## src/rtl/cmd_seq_pkg.sv

```systemverilog
// rtl/cmd_seq_pkg.sv - state encoding and common response constants for the script sequencer
package cmd_seq_pkg;

    typedef enum logic [2:0] {
        S_IDLE,
        S_ISSUE,
        S_WAIT_SENT,
        S_WAIT_RESP,
        S_CHECK,
        S_DONE
    } seq_state_t;

    localparam logic [15:0] CMD_NOP  = 16'h0000;
    localparam logic [7:0]  RESP_ACK = 8'hA5;
    localparam logic [7:0]  RESP_NAK = 8'h5A;

endpackage

```

## src/rtl/seq_timeout_cnt.sv

```systemverilog
// rtl/seq_timeout_cnt.sv - saturating wait-phase timer, shared by the send and response waits
module seq_timeout_cnt #(
    parameter int TMO_W      = 24,
    parameter int TMO_CYCLES = 10_000_000
) (
    input  logic clk,
    input  logic rst,
    input  logic clr,
    input  logic en,
    output logic expired
);

    localparam logic [TMO_W-1:0] LAST = TMO_W'(TMO_CYCLES - 1);

    logic [TMO_W-1:0] cnt;

    // Parks on LAST so an unattended wait never wraps back to a fresh budget.
    always_ff @(posedge clk or posedge rst) begin
        if (rst)
            cnt <= '0;
        else if (clr)
            cnt <= '0;
        else if (en && cnt != LAST)
            cnt <= cnt + 1'b1;
    end

    assign expired = (cnt == LAST);

endmodule

```

## src/rtl/cmd_script_sequencer.sv

```systemverilog
// rtl/cmd_script_sequencer.sv - plays a loaded command/expected-response script into RemoteComm
module cmd_script_sequencer
    import cmd_seq_pkg::*;
#(
    parameter int DEPTH        = 8,
    parameter int CMD_W        = 16,
    parameter int RESP_W       = 8,
    parameter int TMO_W        = 24,
    parameter int TMO_CYCLES   = 10_000_000,
    parameter int STOP_ON_FAIL = 1,
    localparam int IDX_W       = $clog2(DEPTH),
    localparam int CNT_W       = $clog2(DEPTH + 1)
) (
    input  logic              clk,
    input  logic              rst,
    input  logic              ld_en,
    input  logic [IDX_W-1:0]  ld_addr,
    input  logic [CMD_W-1:0]  ld_cmd,
    input  logic [RESP_W-1:0] ld_exp,
    input  logic              ld_chk,
    input  logic [CNT_W-1:0]  num_cmds,
    input  logic              start,
    input  logic              abort,
    output logic [CMD_W-1:0]  cmd,
    output logic              send_cmd,
    input  logic              cmd_sent,
    input  logic              resp_rdy,
    input  logic [RESP_W-1:0] resp,
    output logic              clr_rx_rdy,
    output logic              busy,
    output logic              done,
    output logic              pass,
    output logic              timeout,
    output logic [IDX_W-1:0]  fail_idx,
    output logic [CNT_W-1:0]  pass_cnt,
    output logic [CNT_W-1:0]  fail_cnt
);

    localparam logic [CNT_W-1:0] DEPTH_C = CNT_W'(DEPTH);

    logic [CMD_W-1:0]  mem_cmd [DEPTH];
    logic [RESP_W-1:0] mem_exp [DEPTH];
    logic              mem_chk [DEPTH];

    seq_state_t        state;
    logic [IDX_W-1:0]  idx;
    logic [CNT_W-1:0]  n;
    logic [RESP_W-1:0] resp_q;
    logic              tmo_hit;

    logic              tmr_clr;
    logic              tmr_en;
    logic              tmr_expired;
    logic [CNT_W-1:0]  n_sel;
    logic              last_entry;
    logic              step_fail;

    // Script storage survives reset so a harness can replay after a reset.
    always_ff @(posedge clk) begin
        if (ld_en && !abort && state == S_IDLE) begin
            mem_cmd[ld_addr] <= ld_cmd;
            mem_exp[ld_addr] <= ld_exp;
            mem_chk[ld_addr] <= ld_chk;
        end
    end

    assign tmr_clr    = (state == S_ISSUE) || (state == S_WAIT_SENT && cmd_sent);
    assign tmr_en     = (state == S_WAIT_SENT) || (state == S_WAIT_RESP);
    assign n_sel      = (num_cmds > DEPTH_C) ? DEPTH_C : num_cmds;
    assign last_entry = (CNT_W'(idx) + CNT_W'(1)) == n;
    assign step_fail  = tmo_hit || (mem_chk[idx] && resp_q != mem_exp[idx]);

    seq_timeout_cnt #(
        .TMO_W      (TMO_W),
        .TMO_CYCLES (TMO_CYCLES)
    ) u_tmr (
        .clk     (clk),
        .rst     (rst),
        .clr     (tmr_clr),
        .en      (tmr_en),
        .expired (tmr_expired)
    );

    always_ff @(posedge clk or posedge rst) begin
        if (rst) begin
            state      <= S_IDLE;
            idx        <= '0;
            n          <= '0;
            resp_q     <= '0;
            tmo_hit    <= 1'b0;
            cmd        <= '0;
            send_cmd   <= 1'b0;
            clr_rx_rdy <= 1'b0;
            busy       <= 1'b0;
            done       <= 1'b0;
            pass       <= 1'b0;
            timeout    <= 1'b0;
            fail_idx   <= '0;
            pass_cnt   <= '0;
            fail_cnt   <= '0;
        end else begin
            send_cmd   <= 1'b0;
            clr_rx_rdy <= 1'b0;
            done       <= 1'b0;
            if (abort) begin
                state <= S_IDLE;
                busy  <= 1'b0;
                pass  <= 1'b0;
            end else begin
                case (state)
                    S_IDLE: begin
                        if (start) begin
                            n        <= n_sel;
                            idx      <= '0;
                            pass_cnt <= '0;
                            fail_cnt <= '0;
                            pass     <= 1'b0;
                            timeout  <= 1'b0;
                            fail_idx <= '0;
                            busy     <= 1'b1;
                            state    <= (n_sel == '0) ? S_DONE : S_ISSUE;
                        end
                    end
                    S_ISSUE: begin
                        cmd      <= mem_cmd[idx];
                        send_cmd <= 1'b1;
                        tmo_hit  <= 1'b0;
                        state    <= S_WAIT_SENT;
                    end
                    S_WAIT_SENT: begin
                        if (cmd_sent) begin
                            state <= S_WAIT_RESP;
                        end else if (tmr_expired) begin
                            tmo_hit <= 1'b1;
                            state   <= S_CHECK;
                        end
                    end
                    S_WAIT_RESP: begin
                        // A response arriving on the expiry clock still counts.
                        if (resp_rdy) begin
                            resp_q     <= resp;
                            clr_rx_rdy <= 1'b1;
                            state      <= S_CHECK;
                        end else if (tmr_expired) begin
                            tmo_hit <= 1'b1;
                            state   <= S_CHECK;
                        end
                    end
                    S_CHECK: begin
                        if (step_fail) begin
                            if (fail_cnt != DEPTH_C)
                                fail_cnt <= fail_cnt + 1'b1;
                            if (tmo_hit)
                                timeout <= 1'b1;
                            if (fail_cnt == '0)
                                fail_idx <= idx;
                        end else if (pass_cnt != DEPTH_C) begin
                            pass_cnt <= pass_cnt + 1'b1;
                        end
                        if (last_entry || (step_fail && STOP_ON_FAIL != 0)) begin
                            state <= S_DONE;
                        end else begin
                            idx   <= idx + 1'b1;
                            state <= S_ISSUE;
                        end
                    end
                    S_DONE: begin
                        done  <= 1'b1;
                        pass  <= (fail_cnt == '0);
                        busy  <= 1'b0;
                        state <= S_IDLE;
                    end
                    default: state <= S_IDLE;
                endcase
            end
        end
    end

endmodule

```

## config.mk

```make
export PLATFORM = sky130hd
export DESIGN_NAME = cmd_script_sequencer
export DESIGN_NICKNAME = d
export VERILOG_FILES = /design/src/rtl/cmd_seq_pkg.sv /design/src/rtl/seq_timeout_cnt.sv /design/src/rtl/cmd_script_sequencer.sv
export SDC_FILE = /design/constraint.sdc
export NUM_CORES = 1
export LEC_CHECK = 0
export BUFFER_PORTS_ARGS = -buffer_cell sky130_fd_sc_hd__buf_4
export CORE_MARGIN = 2
export CORE_UTILIZATION = 55
export CTS_BUF_LIST = sky130_fd_sc_hd__clkbuf_4 sky130_fd_sc_hd__clkbuf_8
export DETAILED_ROUTE_END_ITERATION = 6
export GPL_TIMING_DRIVEN = 0
export PLACE_DENSITY_LB_ADDON = 0.2
export SYNTH_ARGS = -nofsm -noshare
export SYNTH_HDL_FRONTEND = slang
export SYNTH_HIERARCHICAL = 1
export SYNTH_SLANG_ARGS = --single-unit
```

## constraint.sdc

```tcl
create_clock -name clk -period 9.35 [get_ports clk]
set_input_delay 1.4025 -clock clk [delete_from_list [all_inputs] [get_ports clk]]
set_output_delay 1.4025 -clock clk [all_outputs]
set_load 0.1 [all_outputs]
```

==> reports/metrics.csv <==
metric,value,unit
diode count,0,
first-pass GRT wire length,39.0,mm
"flops & latches, synth",276,
Pint,2.24,mW
Syn Area/Cell,15.4,sq um
vias in the first global route,7199,
Synth area leaders,"edfxtp_1 (52%), dfrtp_1 (17%), mux4_2 (8.2%)",
clock sink total,276,
Mapped Cells,743,
Mapped Area,11500,sq um
Initial DRT Pass Iterations,5,
Iteration-0 DRC Markers,559,
Synth top area share,52.3,%
Worst-path clk slew,0.06,ns
Synth warnings,6,
insertion delay of the later-clocked pin in the worst-skew pair,0.56,ns
period utilization,34.6,%
Hold WC Path Type,register to register,
share of flip-flops with an asynchronous set or reset,27.5,%
CP Class,register to register,
Mapped Nets,796,
setup bufs post-CTS,0,
final setup margin,6.11,ns
sequential fraction of the synthesis area,68.9,%
"Arr. time, crit path",3.68,ns
row cnt,52,
PnR Total Power,3.28,mW
crit-path max FO,10,
final setup vio count,0,
WL final,24.7,mm
die width,148,um
PortBufs,78,
Die Y,148,um
Seq pwr share,43.8,%
initial antenna violation count,0,
layout cells sized above 1,26.8,%
final cell count without fillers,1181,
nets,930,
RePlAce Congestion,0.834,
switch share,31.6,%
# hold bufs at CTS,0,
Peak Freq,309,MHz
RSZ-0062 raised after global routing,false,
vias per cell,5.88,
status,"complete, no violations",
CP Capture Type,register,
CTS Buf Count,45,
Worst Tran Pin Value,1.24,ns
Initial Util,56.3,%
top cells by instance count after synthesis,"edfxtp_1 (200), dfrtp_1 (76), nand2_1 (72)",
IO Pins,80,
Final Skew,0.0274,ns
CTS Buffer Depth,3,
switching power,1.04,mW
Pwr Density,242,nW/um^2
MaxCap Viol Count,0,
Worst VDD drop,0.236,mV
"Primary FF master, synth",edfxtp_1,
largest net degree at the start of global routing,36,
dpl cells,1100,
Max Slew Vio Count,0,
"count leader, synth",edfxtp_1,
P_leak,4.91,nW
Synth area leader,edfxtp_1,
Clk Tree Root Cell,clkbuf_8,
post-DP HPWL,16.1,mm
Sum Neg Setup Slack,0,ns
H-tree Lvls,2,
GRT overflow,0,
post-route antenna net violation count,0,
Synth cell types,67,
DRC errors left,0,
area of the core,20400,sq um
DR vias,6944,
CTS tree,built,
CTS-repair resized insts,0,
post-layout min period,3.24,ns
worst rel slew slack,16.9,%
Total GRT Usage,23.2,%
"Area growth, synth to finish",17.9,%
Comb power frac,23.7,%
Critical Path Start Type,register,
Post-Place Worst Slack,5.60,ns
clock group share of total power,32.5,%
WP data required,9.79,ns
DR WL/cell,20.9,um
Post-synth EDFFs,200,
final count of hold timing violations,0,
DIE AREA,22000,sq um
## critical path: stages (launching register included)
cell	delay (ns)
dfrtp_1	0.35
buf_4	0.20
clkbuf_1	0.55
inv_1	0.26
mux2i_1	0.29
xor2_1	0.18
nand4_1	0.17
o41ai_2	0.57
a21oi_1	0.22
mux2_1	0.35
## state kept, by name (all words and copies together) (netlist names), 4 cells and up
signal,flops
mem_cmd,128
mem_exp,64
u_tmr/cnt,24
cmd,16
mem_chk,8
resp_q,8
fail_cnt,4
n,4
pass_cnt,4
## path summary, 6_finish.rpt
path                            startpoint  cells after the start  slack, ns      endpoint
max in group asynchronous              rst                      2       7.72  u_tmr/cnt[1]
worst min-delay path                  n[0]                      2       0.50          n[0]
worst max-delay path                idx[1]                      9       6.11   fail_cnt[0]
min in group asynchronous              rst                      2       0.88        cmd[1]
worst min register to register        n[0]                      2       0.50          n[0]
worst max register to register      idx[1]                      9       6.11   fail_cnt[0]
## area by class of cell
cell class	count	area (sq um)
timing repair buffer	87	732
sequential	276	7910
tap	270	338
fill	1468	6840
buffer	33	163
clock buffer	62	785
multi-input combinational	414	3380
clock inverter	19	140
inverter	20	75.1
## power groups by stage
stage	Combinational [mW]	Sequential, mW	Clock [mW]
finish	0.776	1.43	1.07
global route	0.824	1.44	1.14
CTS	0.780	1.43	1.08
detailed placement	0.778	1.46	0
global placement	0.761	1.46	0
floorplan	0.344	1.70	0
## logic make-up (layout without fill, tap and decap cells)
| kind of cell | after synthesis | in the layout | synth area share, % |
|---|---|---|---|
| buffers and inverters | 53 | 221 | 2.07 |
| AND/OR/NAND/NOR | 215 | 215 | 9.86 |
| XOR/XNOR | 19 | 19 | 1.45 |
| AO/OA/AOI/OAI | 93 | 93 | 5.28 |
| adder cells (fa/ha/maj) | 6 | 6 | 0.654 |
| multiplexers | 81 | 81 | 11.8 |
| flip-flops | 276 | 276 | 68.9 |
## placed cells by master, fill, tap and decap left out, types with 3 or more instances in the layout
cell        n
nor2_4      6
a22o_1      3
nand2b_1   11
buf_6       8
clkbuf_4   11
inv_2       3
clkbuf_8   51
clkinv_2    7
nor3_1      9
edfxtp_1  200
xor2_1      9
nand2_1    72
a31oi_1    21
nor2_1     44
clkinv_1    9
inv_1      16
dfrtp_1    76
nand4_1     7
mux4_2     42
mux2_1     11
mux2i_1    28
o21ai_1     8
xnor2_1    10
nor3_2      7
buf_2       7
or3_1       8
buf_1       7
o32ai_1     3
nor2b_1     6
buf_4      80
nand3_1    12
clkbuf_1   14
ha_1        6
o31ai_1     5
o21ai_0     8
a21oi_1    26
a22oi_1     5
or4_1       4
## stage by stage
stage | hold WS [ns] | cell area [sq um] | util, %
2_1_floorplan | 0.456 | 11500 | -
3_3_place_gp | 0.478 | 12400 | 60.9
3_5_place_dp | 0.480 | 12600 | 61.9
4_1_cts | 0.500 | 13500 | 66.4
5_1_grt | 0.542 | 13500 | 66.4
6_report | 0.496 | 13500 | 66.4
## per-layer routing
| layer | vias to the layer above | wire (um) | track usage, % | part of all wire [%] |
|---|---|---|---|---|
| li1 | 3120 | - | - | - |
| met3 | 51 | 1830 | 4.63 | 7.4 |
| met1 | 3489 | 10200 | 31.7 | 41 |
| met4 | 0 | 565 | 7.81 | 2.3 |
| met5 | - | 0 | 0 | 0 |
| met2 | 284 | 12100 | 38.1 | 49 |
No activity file was read; power rests on OpenSTA's default activity.
